File: src/rtl/accu_result_fifo_if.sv
// accu_result_fifo_if
// Handshake bundle between the accumulator, the result FIFO and its consumer.
// The producer side (in_*) is a bare strobe with no backpressure; the
// consumer side (out_*) is a valid/ready handshake.
// The slave modport is the FIFO's view; the master modport is the view of
// whatever drives the accumulator results and consumes the FIFO output.

interface accu_result_fifo_if #(
    parameter int DATA_W = 10
);

    logic [DATA_W-1:0] in_data;
    logic              in_valid;
    logic [DATA_W-1:0] out_data;
    logic              out_valid;
    logic              out_ready;

    modport master (
        output in_data,
        output in_valid,
        output out_ready,
        input  out_data,
        input  out_valid
    );

    modport slave (
        input  in_data,
        input  in_valid,
        input  out_ready,
        output out_data,
        output out_valid
    );

endinterface

File: src/rtl/accu_result_fifo.sv
// accu_result_fifo
// Show-ahead FIFO behind the 8-sample accumulator. Results arrive as
// single-cycle strobes that cannot be stalled, so a result that finds the
// FIFO full (and not draining in the same cycle) is dropped. Each drop sets
// a sticky overflow flag and bumps a saturating 8-bit drop counter.
//
// Build option: define ACCU_AVG_EN to store in_data >> 3 (the floor mean of
// the 8 accumulated samples) instead of the raw sum. Ports are identical in
// both builds.
//
// DEPTH must be a power of two (>= 2) so the AW-bit pointers wrap on their
// own; occupancy is tracked separately in count.

module accu_result_fifo #(
    parameter int DATA_W = 10,
    parameter int DEPTH  = 4,
    localparam int AW    = $clog2(DEPTH)
) (
    input  logic              clk,
    input  logic              rst,
    accu_result_fifo_if.slave bus,
    output logic [AW:0]       count,
    output logic              full,
    output logic              empty,
    output logic              overflow,
    output logic [7:0]        drop_cnt
);

    localparam logic [AW:0] DEPTH_CNT = (AW + 1)'(DEPTH);
    localparam logic [7:0]  DROP_MAX  = 8'hFF;

    logic [DATA_W-1:0] mem [DEPTH];
    logic [AW-1:0]     rd_ptr;
    logic [AW-1:0]     wr_ptr;
    logic              pop;
    logic              push;
    logic              drop;
    logic [DATA_W-1:0] store_word;

    // Status comes only from the registered count, so it moves on clock edges
    assign full  = (count == DEPTH_CNT);
    assign empty = (count == '0);

    // Show-ahead output: head word is visible whenever something is stored
    assign bus.out_valid = !empty;
    assign bus.out_data  = empty ? '0 : mem[rd_ptr];

    // A full FIFO can still accept a result if the head leaves this cycle
    assign pop  = bus.out_valid & bus.out_ready;
    assign push = bus.in_valid & (!full | pop);
    assign drop = bus.in_valid & full & !pop;

    // Select what gets written: raw accumulator sum or its floor mean
    always_comb begin
        store_word = bus.in_data;
`ifdef ACCU_AVG_EN
        store_word = bus.in_data >> 3;
`else
        store_word = bus.in_data;
`endif
    end

    // Storage array; contents are deliberately left unreset
    always_ff @(posedge clk) begin
        if (!rst && push) begin
            mem[wr_ptr] <= store_word;
        end
    end

    // Pointers and occupancy; reset discards everything and blocks push/pop
    always_ff @(posedge clk) begin
        if (rst) begin
            rd_ptr <= '0;
            wr_ptr <= '0;
            count  <= '0;
        end else begin
            if (push) begin
                wr_ptr <= wr_ptr + AW'(1);
            end
            if (pop) begin
                rd_ptr <= rd_ptr + AW'(1);
            end
            case ({push, pop})
                2'b10:   count <= count + (AW + 1)'(1);
                2'b01:   count <= count - (AW + 1)'(1);
                default: count <= count;
            endcase
        end
    end

    // Drop bookkeeping: sticky flag plus a counter that parks at 255
    always_ff @(posedge clk) begin
        if (rst) begin
            overflow <= 1'b0;
            drop_cnt <= '0;
        end else if (drop) begin
            overflow <= 1'b1;
            if (drop_cnt != DROP_MAX) begin
                drop_cnt <= drop_cnt + 8'd1;
            end
        end
    end

endmodule

File: src/flat_wrapper.sv
// flat-port wrapper written by rule: the top's interface ports become plain ports
module accu_result_fifo_flat 
#(
    parameter int DATA_W = 10,
    parameter int DEPTH  = 4,
    localparam int AW    = $clog2(DEPTH)
)
  (clk, rst, count, full, empty, overflow, drop_cnt, bus_in_data, bus_in_valid, bus_out_ready, bus_out_data, bus_out_valid);
  accu_result_fifo_if #(.DATA_W(DATA_W)) bus_i ();
  input  logic clk;
  input  logic rst;
  output logic [AW:0] count;
  output logic full;
  output logic empty;
  output logic overflow;
  output logic [7:0] drop_cnt;
  input wire logic [$bits(bus_i.in_data)-1:0] bus_in_data;
  input wire logic [$bits(bus_i.in_valid)-1:0] bus_in_valid;
  input wire logic [$bits(bus_i.out_ready)-1:0] bus_out_ready;
  output wire logic [$bits(bus_i.out_data)-1:0] bus_out_data;
  output wire logic [$bits(bus_i.out_valid)-1:0] bus_out_valid;
  assign bus_i.in_data = bus_in_data;
  assign bus_i.in_valid = bus_in_valid;
  assign bus_i.out_ready = bus_out_ready;
  assign bus_out_data = bus_i.out_data;
  assign bus_out_valid = bus_i.out_valid;
  accu_result_fifo #(.DATA_W(DATA_W), .DEPTH(DEPTH)) u_core (.clk(clk), .rst(rst), .bus(bus_i), .count(count), .full(full), .empty(empty), .overflow(overflow), .drop_cnt(drop_cnt));
endmodule
File: config.mk
export PLATFORM = sky130hd
export DESIGN_NAME = accu_result_fifo_flat
export DESIGN_NICKNAME = d
export VERILOG_FILES = /design/src/rtl/accu_result_fifo_if.sv /design/src/rtl/accu_result_fifo.sv /design/src/flat_wrapper.sv
export SDC_FILE = /design/constraint.sdc
export NUM_CORES = 1
export LEC_CHECK = 0
export CORE_UTILIZATION = 35
export DETAILED_ROUTE_END_ITERATION = 16
export GPL_TIMING_DRIVEN = 0
export MAX_ROUTING_LAYER = met4
export SYNTH_ARGS = -nofsm -noshare
export SYNTH_HDL_FRONTEND = slang
export SYNTH_SLANG_ARGS = --single-unit
File: constraint.sdc
create_clock -name clk -period 2.3 [get_ports clk]
set_input_delay 0.46 -clock clk [delete_from_list [all_inputs] [get_ports clk]]
set_output_delay 0.46 -clock clk [all_outputs]
set_load 0.005 [all_outputs]
* After elaboration in Yosys (flattened, before gate mapping) *
Memory sizes are Yosys's and may differ from the RTL's. A register that Yosys moved wholly into a read port is not among the register bits.
Index checks and enable logic that the tools add are counted.

word-level totals
  register bits = 16
  memory bits (writable) = 40
  input bits = 14
  output and inout port bits = 25
  memories = 1

memories
  memory      words  width  rd ports  clocked after Yosys merged registers in  write ports  RTL line                RTL
  u_core.mem  4      10     1         1                                        1            accu_result_fifo.sv:32  logic [DATA_W-1:0] mem [DEPTH];

operators by class
  add/sub/neg operators = 5
  eq/ne operators = 4
  multiplexer cells = 6
  bitwise gates (word level) = 5
  reduce and logical (&&, ||, !) cells = 8

operators by type and width
  operator             count
  $mux 10              1
  $add 8x1->8 const B  1
  $ne 8x8->1 const B   1
  $pmux 3 s2           1
  $add 2x1->2 const B  2
  $and 1x1->1          4
  $logic_not 1->1      4
  $mux 2               2
  $add 3x1->3 const B  1
  $eq 3x3->1 const B   1
  $logic_not 3->1      1
  $sub 3x1->3 const B  1
  $eq 2x1->1 const B   1
  $eq 2x2->1 const B   1
  $mux 1               2
  $reduce_and 2->1     1
  $reduce_bool 2->1    1
  $logic_and 1x1->1    1
  $or 1x1->1           1

* Logic depth before layout (Yosys ltp) *
Gate-level depths: netlist of run 1.

  depth in word-level cells = 8
  mapped depth = 8

* Worst setup path after synthesis of run 1 *
Ideal clock, no wire load.

  path kind = in2reg
  start point = input port bus_out_ready
  end point = register u_core.count[2]
  library setup time = 0.070 ns
  arrival time = 2.187 ns
  data required time = 2.230 ns
  path slack = 0.043 ns
  stages on the path = 8
  path through = nor4b_4 > nand2b_1 > ha_1 > inv_1 > fa_1 > xor2_1 > or3_1 > a21oi_1

between the ends
  word-level cells in the longest chain between the ends = 5
  elaborated cells between the ends (all ways) = 7

RTL lines
  element                                                 RTL line                RTL
  from (decl)                                             flat_wrapper.sv:19      input wire logic [$bits(bus_i.out_ready)-1:0] bus_out_ready;
  $and 1x1->1 (*)                                         accu_result_fifo.sv:49  assign pop = bus.out_valid & bus.out_ready;
  $or 1x1->1                                              accu_result_fifo.sv:50  assign push = bus.in_valid & (!full | pop);
  $and 1x1->1                                             accu_result_fifo.sv:50
  $eq 2x1->1 / $eq 2x2->1 (equally long branches)         accu_result_fifo.sv:83  case ({push, pop})
  $pmux 3 s2 / $reduce_bool 2->1 (equally long branches)  -
  to (signal assigned)                                    accu_result_fifo.sv:84  2'b10: count <= count + (AW + 1)'(1);
  to (signal assigned)                                    accu_result_fifo.sv:85  2'b01: count <= count - (AW + 1)'(1);
  to (signal assigned)                                    accu_result_fifo.sv:86  default: count <= count;
  to (decl)                                               accu_result_fifo.sv:22  output logic [AW:0] count,

Mark *: on every way between the ends. The rest lies on a longest branch, timed or not.
A chain may end at the register's enable or synchronous reset.

==> flow_summary.rst, run 1 <==
.. list-table::
   :header-rows: 1

   * - Metric
     - Value
   * - Post-layout total power
     - 3.35 mW
   * - Startpoint type of the worst setup path
     - flop
   * - Worst hold slack
     - 473 ps
   * - CP Data Required Time
     - 1840 ps
   * - Routed len/inst
     - 14.7 µm
   * - Post-placement worst setup slack
     - -675 ps
   * - First-pass detailed-route iteration total
     - 12
   * - CP max-delay cell
     - sky130_fd_sc_hd__mux4_2
   * - Register area share after synthesis
     - 0.654
   * - Worst min-delay path class
     - reg -> reg
   * - Dominant cell type by area after synthesis
     - sky130_fd_sc_hd__edfxtp_1
   * - Most instantiated flip-flop cell in the synthesis netlist
     - sky130_fd_sc_hd__edfxtp_1
   * - Pwr dens
     - 1040 nW/µm²
   * - Number of violations of the max-capacitance limit
     - 0
   * - Family with the most delay on the worst path
     - multiplexers
   * - Syn_area_per_cell
     - 14.9 µm²
   * - TritonCTS clock tree
     - done
   * - Layout Skew
     - 7.26 ps
   * - Type of element capturing the critical path
     - output port
   * - Number of routed nets with antenna violations
     - 0
   * - Core outline area
     - 6460 µm²
   * - Critical path class
     - reg -> out
   * - Syn nets
     - 181
   * - Highest net fanout along the worst path
     - 3
   * - Unique masters post-synth
     - 28
   * - Transition time of the tightest slew-check pin
     - 557 ps
   * - Pin count of the biggest net entering global routing
     - 11
   * - Final Hold Viols
     - 0
   * - # fillers
     - 582
   * - Wire length of the first global-routing pass
     - 7.13 mm
   * - Number of clock buffers inserted by TritonCTS
     - 9
   * - Maximum frequency from static timing analysis
     - 441 MHz
   * - Initial Utilization
     - 0.369
   * - Leftover overflow at the end of global routing
     - 0
   * - Commonest cells after routing, fill and taps aside
     - sky130_fd_sc_hd__edfxtp_1, sky130_fd_sc_hd__clkdlybuf4s50_1, sky130_fd_sc_hd__nor2_1
   * - CTS Hold Buffers Added
     - 0
   * - Commonest non-fill, non-tap cell in the layout
     - sky130_fd_sc_hd__edfxtp_1
   * - Synthesized area
     - 2390 µm²
   * - Largest voltage drop on the vdd net
     - 0.000483 V
   * - Reg clk slew, reported paths
     - 60 ps
   * - Endpoints failing setup
     - 0
   * - Number of buffers between clock root and the deepest sink
     - 2
   * - CTS Sinks
     - 58
   * - Total global-route track usage
     - 0.143
   * - Initial drt markers
     - 97
   * - Diode insertion count for antenna repair
     - 0
   * - Number of top-level pins
     - 39
   * - Ordered cell list for the critical path
     - buf_8 > buf_12 > mux4_2 > and2_4 > dlygate4sd2_1
   * - Vias in the first global route
     - 1,405
   * - Relative max-transition margin
     - 0.629
   * - Share of the cycle needed by the critical path after routing
     - 0.985
   * - Maximum cell stage delay along the critical path
     - 480 ps
   * - Area fraction of the dominant cell type after synthesis
     - 0.503
   * - Number of antenna violations at the first check in global routing
     - 0
   * - Number of H-tree branching levels
     - 3
   * - Final worst path period need
     - 2270 ps
   * - Total of flip-flops plus latches after synthesis
     - 58
   * - Number of cell rows
     - 29
   * - Final sum of negative setup slack
     - 0 ps
   * - Clock latency reported for the late side of the worst-skew pair
     - 340 ps
   * - Post-detailed-routing wire length
     - 4.38 mm
   * - Clock root buffer
     - sky130_fd_sc_hd__clkbuf_8
   * - Result of the run
     - finished with violations
   * - Number of remaining DRC errors
     - 10
   * - RSZ-0062 raised after global routing
     - yes
   * - Overall die width
     - 84.6 µm
   * - HPWL after detailed placement
     - 2.74 mm
   * - Gp weighted congestion
     - 0.735
   * - Number of warning messages in the yosys log
     - 0
   * - Die Footprint
     - 7150 µm²
   * - Post-layout worst setup margin
     - 33.5 ps
   * - Biggest area contributors in the synthesized netlist
     - sky130_fd_sc_hd__edfxtp_1, sky130_fd_sc_hd__dfxtp_1, sky130_fd_sc_hd__mux4_2
   * - Avg Vias per Cell
     - 4.83
   * - Cell count after synthesis
     - 160
   * - Lkg Pwr
     - 1.16 nW
   * - Number of port buffers
     - 37
   * - Vertical die dimension
     - 84.6 µm
   * - Layout net count
     - 238
   * - Vias after detailed routing
     - 1,445
   * - Post-synthesis to final-layout area growth
     - 35.4%
   * - Share of final-layout standard cells stronger than drive strength 1
     - 0.221
   * - Async set-reset flop share out of synthesis
     - 0
   * - Failing checks
     - design-rule violations
   * - Arrival time reported for the critical path endpoint
     - 1810 ps
   * - Count of flip-flops with a built-in enable after synthesis
     - 40
   * - Number of buffers and inverters on the critical path
     - 3
   * - Final-report max-slew violation count
     - 0
layer usage:
| layer | global-route usage | up-vias | wire (µm) | share of wire |
|---|---|---|---|---|
| li1 | - | 708 | - | - |
| met1 | 0.165 | 686 | 1930 | 0.44 |
| met2 | 0.215 | 47 | 2120 | 0.48 |
| met3 | 0.0737 | 4 | 290 | 0.066 |
| met4 | 0.0524 | 0 | 44 | 0.010 |
| met5 | - | - | 0 | 0 |
power by group:
group | switching [mW] | internal, mW | total [mW]
clock network | 0.393 | 0.602 | 0.995
registers | 0.0720 | 1.21 | 1.28
logic | 0.385 | 0.696 | 1.08
state kept, by name, summed over array words and instances, names as in the netlist, named ones only:
signal	flops
u_core.wr_ptr	2
u_core.rd_ptr	2
u_core.overflow	1
u_core.count	3
u_core.drop_cnt	8
u_core.mem	40
cell type report:
class | count | area [µm²] | share of cell area
buffer | 4 | 37.5 | 0.0116
clock buffer | 10 | 128 | 0.0395
clock inverter | 6 | 81.3 | 0.0252
inverter | 7 | 26.3 | 0.00813
multi-input combinational | 90 | 801 | 0.248
sequential | 58 | 1570 | 0.487
tap | 77 | 96.3 | 0.0298
timing repair buffer | 47 | 489 | 0.151
per-stage QoR:
| stage | area, µm² | std cells | util |
|---|---|---|---|
| floorplan | 2390 | 160 | - |
| global placement | 2850 | 274 | 0.442 |
| detailed placement | 2850 | 274 | 0.442 |
| CTS | 3150 | 295 | 0.488 |
| global route | 3230 | 299 | 0.500 |
| finish | 3230 | 299 | 0.500 |
tightest hold or removal path: stages (launching register included):
cell                      delay (ps)
sky130_fd_sc_hd__dfxtp_1         330
sky130_fd_sc_hd__a21oi_1          40
sky130_fd_sc_hd__nor2_1           70
synthesized netlist by cell type (2+ instances only):
| cell type | count |
|---|---|
| sky130_fd_sc_hd__a21oi_1 | 5 |
| sky130_fd_sc_hd__and2_1 | 15 |
| sky130_fd_sc_hd__and3_1 | 2 |
| sky130_fd_sc_hd__and4_1 | 2 |
| sky130_fd_sc_hd__clkbuf_1 | 3 |
| sky130_fd_sc_hd__dfxtp_1 | 18 |
| sky130_fd_sc_hd__edfxtp_1 | 40 |
| sky130_fd_sc_hd__ha_1 | 6 |
| sky130_fd_sc_hd__inv_1 | 7 |
| sky130_fd_sc_hd__mux2i_1 | 3 |
| sky130_fd_sc_hd__mux4_2 | 10 |
| sky130_fd_sc_hd__nand2_1 | 3 |
| sky130_fd_sc_hd__nand3_1 | 3 |
| sky130_fd_sc_hd__nand4_1 | 3 |
| sky130_fd_sc_hd__nor2_1 | 15 |
| sky130_fd_sc_hd__o2111ai_1 | 2 |
| sky130_fd_sc_hd__o21ai_0 | 3 |
| sky130_fd_sc_hd__or3_1 | 4 |
| sky130_fd_sc_hd__xnor2_1 | 2 |
| sky130_fd_sc_hd__xor2_1 | 6 |
path summary, 6_finish.rpt:
path	from	end	slack, ps	depth (start not counted)
setup reg to reg	u_core.count[0]$_SDFFE_PP0P_	u_core.count[2]$_SDFFE_PP0P_	190	8
hold reg to reg	u_core.overflow$_SDFFE_PP0P_	u_core.overflow$_SDFFE_PP0P_	470	2
hold / removal	u_core.overflow$_SDFFE_PP0P_	u_core.overflow$_SDFFE_PP0P_	470	2
setup / recovery	flop	bus_out_data[9]	30	5
kinds of logic after synthesis:
logic type,share of synthesized area
xor+xnor,0.0294
simple gates,0.120
mux,0.107
fa+ha+maj,0.0399
flops,0.654
compound gates,0.0304
buf+inv,0.0194
repair_timing:
action | in CTS | in global routing
pin swaps | 3 | 5
buffers inserted | 5 | 4
cloned | 1 | 0
gates resized for setup | 29 | 16
endpoints found under the setup margin | 14 | 10
No activity file was read; power rests on OpenSTA's default activity.
==> run 2: changes to the inputs <==
--- a/config.mk
+++ b/config.mk
@@ -6,6 +6,7 @@
 export NUM_CORES = 1
 export LEC_CHECK = 0
 export CORE_UTILIZATION = 35
+export CTS_CLUSTER_SIZE = 40
 export DETAILED_ROUTE_END_ITERATION = 16
 export GPL_TIMING_DRIVEN = 0
 export MAX_ROUTING_LAYER = met4
==> results of run 2 <==
Same layout as run 1: the final DEF is identical, and so are final timing and power.
